--- src/rtl/muldiv_sequencer_if.sv ---
// Bundle of request, status and control signals between the multiply/divide
// sequencer and its surroundings (issuing pipeline plus the two arithmetic units).
//
// Handshake: an operation is accepted on a rising clock edge where op_valid=1
// and op_ready=1 (op_ready is high only while the sequencer is idle). op_sel
// travels with op_valid. op_valid is ignored whenever op_ready=0, so the
// requester may hold or drop it freely while the sequencer is busy.
interface muldiv_sequencer_if;
   // requester / arithmetic-unit side
   logic       op_valid;
   logic       op_sel;
   logic       abort;
   logic       mult_fim;
   logic       div_fim;
   logic       div_by_zero;
   // sequencer side
   logic       op_ready;
   logic       mult_start;
   logic       div_start;
   logic       hi_sel;
   logic       lo_sel;
   logic       hi_write;
   logic       lo_write;
   logic       done;
   logic       div_zero_exc;
   logic       timeout_exc;
   logic [2:0] state;

   // Environment that issues operations and hosts the arithmetic units
   modport master (
      output op_valid, op_sel, abort, mult_fim, div_fim, div_by_zero,
      input  op_ready, mult_start, div_start, hi_sel, lo_sel,
             hi_write, lo_write, done, div_zero_exc, timeout_exc, state
   );

   // The sequencer itself
   modport slave (
      input  op_valid, op_sel, abort, mult_fim, div_fim, div_by_zero,
      output op_ready, mult_start, div_start, hi_sel, lo_sel,
             hi_write, lo_write, done, div_zero_exc, timeout_exc, state
   );
endinterface

--- src/rtl/muldiv_sequencer.sv ---
// Multiply/divide sequencer: launches the selected arithmetic unit, waits for
// its finish flag under a watchdog, then writes HI/LO and signals completion,
// or raises a divide-by-zero / timeout exception. Every output is a register,
// so nothing on the input side reaches an output in the same cycle.
module muldiv_sequencer #(
   // Maximum number of WAIT cycles before the watchdog fires (legal 2..255)
   parameter int unsigned TIMEOUT = 40
) (
   input  logic               clock,
   input  logic               reset,
   muldiv_sequencer_if.slave  bus
);

   typedef enum logic [2:0] {
      IDLE  = 3'd0,
      START = 3'd1,
      WAIT  = 3'd2,
      WRITE = 3'd3,
      DONE  = 3'd4,
      EXC   = 3'd5
   } stateT;

   // Counter value seen in the last WAIT cycle the watchdog allows
   localparam logic [7:0] LAST_WAIT = 8'(TIMEOUT - 1);

   stateT      stateQ;
   logic       opReg;        // 0 = multiplier, 1 = divisor
   logic [7:0] waitCnt;      // WAIT cycles elapsed, saturating
   logic       causeDivZero; // 1 = divide-by-zero, 0 = timeout
   logic       opReadyQ;
   logic       multStartQ;
   logic       divStartQ;
   logic       writeQ;
   logic       doneQ;
   logic       divZeroExcQ;
   logic       timeoutExcQ;

   // Finish flag of the unit this operation is using; the other one is ignored
   logic selFim;
   assign selFim = opReg ? bus.div_fim : bus.mult_fim;

   // Sequencer FSM; each transition also loads the outputs of the state it enters
   always_ff @(posedge clock or negedge reset) begin
      if (!reset) begin
         stateQ       <= IDLE;
         opReg        <= 1'b0;
         waitCnt      <= 8'd0;
         causeDivZero <= 1'b0;
         opReadyQ     <= 1'b1;
         multStartQ   <= 1'b0;
         divStartQ    <= 1'b0;
         writeQ       <= 1'b0;
         doneQ        <= 1'b0;
         divZeroExcQ  <= 1'b0;
         timeoutExcQ  <= 1'b0;
      end else begin
         // pulse outputs default low; the branch below raises the one owed
         opReadyQ    <= 1'b0;
         multStartQ  <= 1'b0;
         divStartQ   <= 1'b0;
         writeQ      <= 1'b0;
         doneQ       <= 1'b0;
         divZeroExcQ <= 1'b0;
         timeoutExcQ <= 1'b0;

         case (stateQ)
            IDLE: begin
               if (bus.op_valid) begin
                  stateQ     <= START;
                  opReg      <= bus.op_sel;
                  multStartQ <= ~bus.op_sel;
                  divStartQ  <= bus.op_sel;
               end else begin
                  opReadyQ <= 1'b1;
               end
            end

            START: begin
               waitCnt <= 8'd0;
               if (bus.abort) begin
                  stateQ   <= IDLE;
                  opReadyQ <= 1'b1;
               end else begin
                  stateQ <= WAIT;
               end
            end

            WAIT: begin
               if (waitCnt != 8'hFF) begin
                  waitCnt <= waitCnt + 8'd1;
               end
               // abort > divide-by-zero > finish > watchdog
               if (bus.abort) begin
                  stateQ   <= IDLE;
                  opReadyQ <= 1'b1;
               end else if (opReg && bus.div_by_zero) begin
                  stateQ       <= EXC;
                  causeDivZero <= 1'b1;
                  divZeroExcQ  <= 1'b1;
               end else if (selFim) begin
                  stateQ <= WRITE;
                  writeQ <= 1'b1;
               end else if (waitCnt == LAST_WAIT) begin
                  stateQ       <= EXC;
                  causeDivZero <= 1'b0;
                  timeoutExcQ  <= 1'b1;
               end
            end

            // abort is ignored here: the write/done sequence always completes
            WRITE: begin
               stateQ <= DONE;
               doneQ  <= 1'b1;
            end

            DONE: begin
               stateQ   <= IDLE;
               opReadyQ <= 1'b1;
            end

            // the exception pulse is already on the outputs; abort changes nothing
            EXC: begin
               stateQ   <= IDLE;
               opReadyQ <= 1'b1;
            end

            // encodings 6 and 7 recover to IDLE
            default: begin
               stateQ   <= IDLE;
               opReadyQ <= 1'b1;
            end
         endcase
      end
   end

   assign bus.op_ready     = opReadyQ;
   assign bus.mult_start   = multStartQ;
   assign bus.div_start    = divStartQ;
   assign bus.hi_sel       = opReg;
   assign bus.lo_sel       = opReg;
   assign bus.hi_write     = writeQ;
   assign bus.lo_write     = writeQ;
   assign bus.done         = doneQ;
   assign bus.div_zero_exc = divZeroExcQ;
   assign bus.timeout_exc  = timeoutExcQ;
   assign bus.state        = stateQ;

endmodule

--- src/flat_wrapper.sv ---
// flat-port wrapper written by rule: the top's interface ports become plain ports
module muldiv_sequencer_flat 
#(
                                                                            
   parameter int unsigned TIMEOUT = 40
)
  (clock, reset, bus_op_valid, bus_op_sel, bus_abort, bus_mult_fim, bus_div_fim, bus_div_by_zero, bus_op_ready, bus_mult_start, bus_div_start, bus_hi_sel, bus_lo_sel, bus_hi_write, bus_lo_write, bus_done, bus_div_zero_exc, bus_timeout_exc, bus_state);
  muldiv_sequencer_if bus_i ();
  input  logic clock;
  input  logic reset;
  input wire logic [$bits(bus_i.op_valid)-1:0] bus_op_valid;
  input wire logic [$bits(bus_i.op_sel)-1:0] bus_op_sel;
  input wire logic [$bits(bus_i.abort)-1:0] bus_abort;
  input wire logic [$bits(bus_i.mult_fim)-1:0] bus_mult_fim;
  input wire logic [$bits(bus_i.div_fim)-1:0] bus_div_fim;
  input wire logic [$bits(bus_i.div_by_zero)-1:0] bus_div_by_zero;
  output wire logic [$bits(bus_i.op_ready)-1:0] bus_op_ready;
  output wire logic [$bits(bus_i.mult_start)-1:0] bus_mult_start;
  output wire logic [$bits(bus_i.div_start)-1:0] bus_div_start;
  output wire logic [$bits(bus_i.hi_sel)-1:0] bus_hi_sel;
  output wire logic [$bits(bus_i.lo_sel)-1:0] bus_lo_sel;
  output wire logic [$bits(bus_i.hi_write)-1:0] bus_hi_write;
  output wire logic [$bits(bus_i.lo_write)-1:0] bus_lo_write;
  output wire logic [$bits(bus_i.done)-1:0] bus_done;
  output wire logic [$bits(bus_i.div_zero_exc)-1:0] bus_div_zero_exc;
  output wire logic [$bits(bus_i.timeout_exc)-1:0] bus_timeout_exc;
  output wire logic [$bits(bus_i.state)-1:0] bus_state;
  assign bus_i.op_valid = bus_op_valid;
  assign bus_i.op_sel = bus_op_sel;
  assign bus_i.abort = bus_abort;
  assign bus_i.mult_fim = bus_mult_fim;
  assign bus_i.div_fim = bus_div_fim;
  assign bus_i.div_by_zero = bus_div_by_zero;
  assign bus_op_ready = bus_i.op_ready;
  assign bus_mult_start = bus_i.mult_start;
  assign bus_div_start = bus_i.div_start;
  assign bus_hi_sel = bus_i.hi_sel;
  assign bus_lo_sel = bus_i.lo_sel;
  assign bus_hi_write = bus_i.hi_write;
  assign bus_lo_write = bus_i.lo_write;
  assign bus_done = bus_i.done;
  assign bus_div_zero_exc = bus_i.div_zero_exc;
  assign bus_timeout_exc = bus_i.timeout_exc;
  assign bus_state = bus_i.state;
  muldiv_sequencer #(.TIMEOUT(TIMEOUT)) u_core (.clock(clock), .reset(reset), .bus(bus_i));
endmodule
--- config.mk ---
export PLATFORM = sky130hd
export DESIGN_NAME = muldiv_sequencer_flat
export DESIGN_NICKNAME = d
export VERILOG_FILES = /design/src/rtl/muldiv_sequencer_if.sv /design/src/rtl/muldiv_sequencer.sv /design/src/flat_wrapper.sv
export SDC_FILE = /design/constraint.sdc
export NUM_CORES = 1
export LEC_CHECK = 0
export ABC_AREA = 1
export CAP_MARGIN = 40
export CORE_MARGIN = 2
export CORE_UTILIZATION = 46
export CTS_BUF_LIST = sky130_fd_sc_hd__clkbuf_16
export CTS_CLUSTER_SIZE = 25
export DETAILED_ROUTE_END_ITERATION = 16
export PLACE_DENSITY = 0.72
export SLEW_MARGIN = 20
export SYNTH_ARGS = -nofsm -noshare
export SYNTH_HDL_FRONTEND = slang
export SYNTH_SLANG_ARGS = --single-unit
--- constraint.sdc ---
create_clock -name clock -period 1.7 [get_ports clock]
set_input_delay 0.425 -clock clock [delete_from_list [all_inputs] [get_ports clock]]
set_output_delay 0.425 -clock clock [all_outputs]
set_load 0.1 [all_outputs]
==> results.ini <==
[pwr]
power_density_mw_per_mm2=1900
clockPowerShare=0.175
total_power_mw=2.67
comb_power_share=0.565
p_seq_frac=0.259
leakage_nw=0.645
internal_power_mw=1.36
vdd_ir_drop_max_mv=1.48
p_sw_frac=0.490
switching_power_mw=1.31

[synthesis]
yosysSeqAreaShare=0.494
synthCells=122
yosysTopAreaCell=dfrtp_1
syn_nets=131
syn-cell-area_um2=965
synth_top_flop_cell=dfrtp_1
yosysTopAreaCellShare=0.467
synthTopCellsByArea=dfrtp_1, nand2_1, nor2_1
synth_warnings=0
syn_avg_cell_area_um2=7.91
synth-seq-cells=19
synthArstFlopShare=1.00
yosysUniqueCellTypes=22
synth_edf_count=0

[place]
dp_cells=168
place_area_mm2=0.00133
dp_hpwl_um=1600
io_buffer_count=20
gp_congestion=0.854
pre_cts_ws_ps=190

[drt]
dr.pass1.iters=4
vias=862
drt_iter0_drc=12
drc_errors=0
wl_per_cell_um=11.9
via_per_inst=5.01
drtAntennaViolNets=0
postRouteWirelength_um=2050

[grt]
grt_pass1_vias=877
overflow=0
grt_use_total=0.195
grt_max_degree=20
grt_pass1_wl_um=3710
antenna_found_initial=0

[floorplan]
core_area_mm2=0.00196
io_pins=21
fp.dieArea_mm2=0.00248
fp.dieW_um=49.8
num_rows=16
fp.dieH_um=49.8
start_util=0.492

[clocking]
cts_root_buf=clkbuf_16
cts_inserted_buffers=3
clk_latency_ps=250
post_cts_resized=0
cts_tree=yes
postCtsSetupBuffers=0
ctsHoldBuffers=0
htree_levels=1
clk_pin_slew_ps=50
cts_sinks=19
clockBufferDepth=2

[cells_and_area]
drive_above_1_share=0.221
areaGrowthSynthToFinish_pct=45.8
final_util=0.717
fillers=162
post-route-cell-area_mm2=0.00141
fin_nets=155
seq_area_um2=483
final_cells=172
multi_input_area_um2=417
n_antenna_cell=0

[timing]
slew_violations=0
rsz0062_at_grt=false
worst_slew_pin_slew_ps=243
max_freq_mhz=718
finalSetupTns_ps=0
finalWorstSetupSlack_ps=307
hold_viol=0
fin_crit_sh=0.820
fin_crit_ps=1390
holdWs_ps=507
finalClockSkew_ps=2.32
setup_viol=0
relSlewSlack=0.838

[worst_setup_path]
critical_path_class=reg2reg
r2r_slack_ps=310
rr_worst_depth=6
r2r_end=u_core.waitCnt[7]
worst_ep_required_time_ps=1830
crit_path_end_kind=flip-flop
critPathArrivalTime_ps=1520
critPathLaunchType=flip-flop
worst-path-max-fanout=6
reg2reg_from=u_core.waitCnt[0]

[outcome]
status=complete, no violations

[job]
maxCapViolCount=0

[min_path]
hold_class=in2async

==> registers in the layout, summed over array words and instances, names as in the netlist <==
signal,count
u_core.waitCnt,8
u_core.bus.done,1
u_core.bus.hi_sel,1
u_core.bus.timeout_exc,1
u_core.bus.state,3
u_core.bus.hi_write,1
u_core.bus.div_start,1
u_core.bus.div_zero_exc,1
u_core.bus.op_ready,1
u_core.bus.mult_start,1
==> worst max path at each step <==
stage | from | end | slack (ps)
3_3_place_gp | bus_abort | u_core.bus.state[2] | 260
4_1_cts | u_core.waitCnt[0] | u_core.waitCnt[7] | 290
6_report | u_core.waitCnt[0] | u_core.waitCnt[7] | 310
2_1_floorplan | u_core.bus.hi_sel | bus_lo_sel | 210
5_1_grt | u_core.waitCnt[0] | u_core.waitCnt[7] | 140
3_5_place_dp | bus_abort | u_core.bus.state[2] | 190
==> power by group through the flow <==
stage	clock network (mW)	registers (mW)	logic (mW)
detailed placement	0	0.699	1.51
floorplan	0	1.19	0.474
global placement	0	0.699	1.49
global route	0.503	0.707	1.58
CTS	0.482	0.694	1.51
finish	0.468	0.693	1.51
==> layer usage <==
metal,vias up,global-route usage,part of all wire
met3,6,0.0333,0.057
met1,396,0.237,0.42
met4,0,0.0833,0.024
met5,-,0,0
met2,34,0.338,0.50
li1,426,-,-
==> cell usage in the layout (no fill, tap or decap) <==
master and instances:
buf_4 1, nand2_2 4, inv_1 15, o21ai_0 5, inv_2 1, xnor2_1 2, clkdlybuf4s50_1 7, dfrtp_1 13
or2_2 1, buf_12 13, nor2_4 1, o21ai_2 1, dfstp_2 1, xor2_1 1, nand2_1 30, o22ai_1 1
clkbuf_16 3, a21oi_4 1, nand4_1 1, dfrtp_2 5, o211ai_1 1, nor2_1 22, a21oi_1 2, o21ai_1 2
nand3_1 10, ha_1 1
==> layout make-up <==
| type | instances | area share |
|---|---|---|
| repair buffers | 21 | 0.240 |
| clock buffers | 3 | 0.0534 |
| inverters | 15 | 0.0400 |
| well taps | 27 | 0.0240 |
| clock inverters | 1 | 0.00267 |
| multi-input cells | 86 | 0.296 |
| flip-flops and latches | 19 | 0.343 |
==> logic make-up (layout without fill, tap and decap cells) <==
kind of cell / after synthesis / after routing / synth area share
AND/OR/NAND/NOR: 69 / 69 / 0.305
flip-flops: 19 / 19 / 0.494
buffers and inverters: 17 / 40 / 0.0739
AO/OA/AOI/OAI: 13 / 13 / 0.0869
XOR/XNOR: 3 / 3 / 0.0272
adder cells (fa/ha/maj): 1 / 1 / 0.0130
==> worst max-delay path, stage by stage (launching register included) <==
cell	delay (ps)
dfrtp_1	400
ha_1	210
nand2_2	110
nor2_4	120
nand2_2	100
a21oi_4	220
o21ai_0	120
==> synthesized netlist by cell type (2+ instances only) <==
cell type  number
nand2_1        30
dfrtp_1        18
xnor2_1         2
buf_4           2
inv_1          14
nand3_1        10
o21ai_1         2
nand2_2         4
o21ai_0         5
a21oi_1         2
nor2_1         22
(Power assumes the default switching activity.)
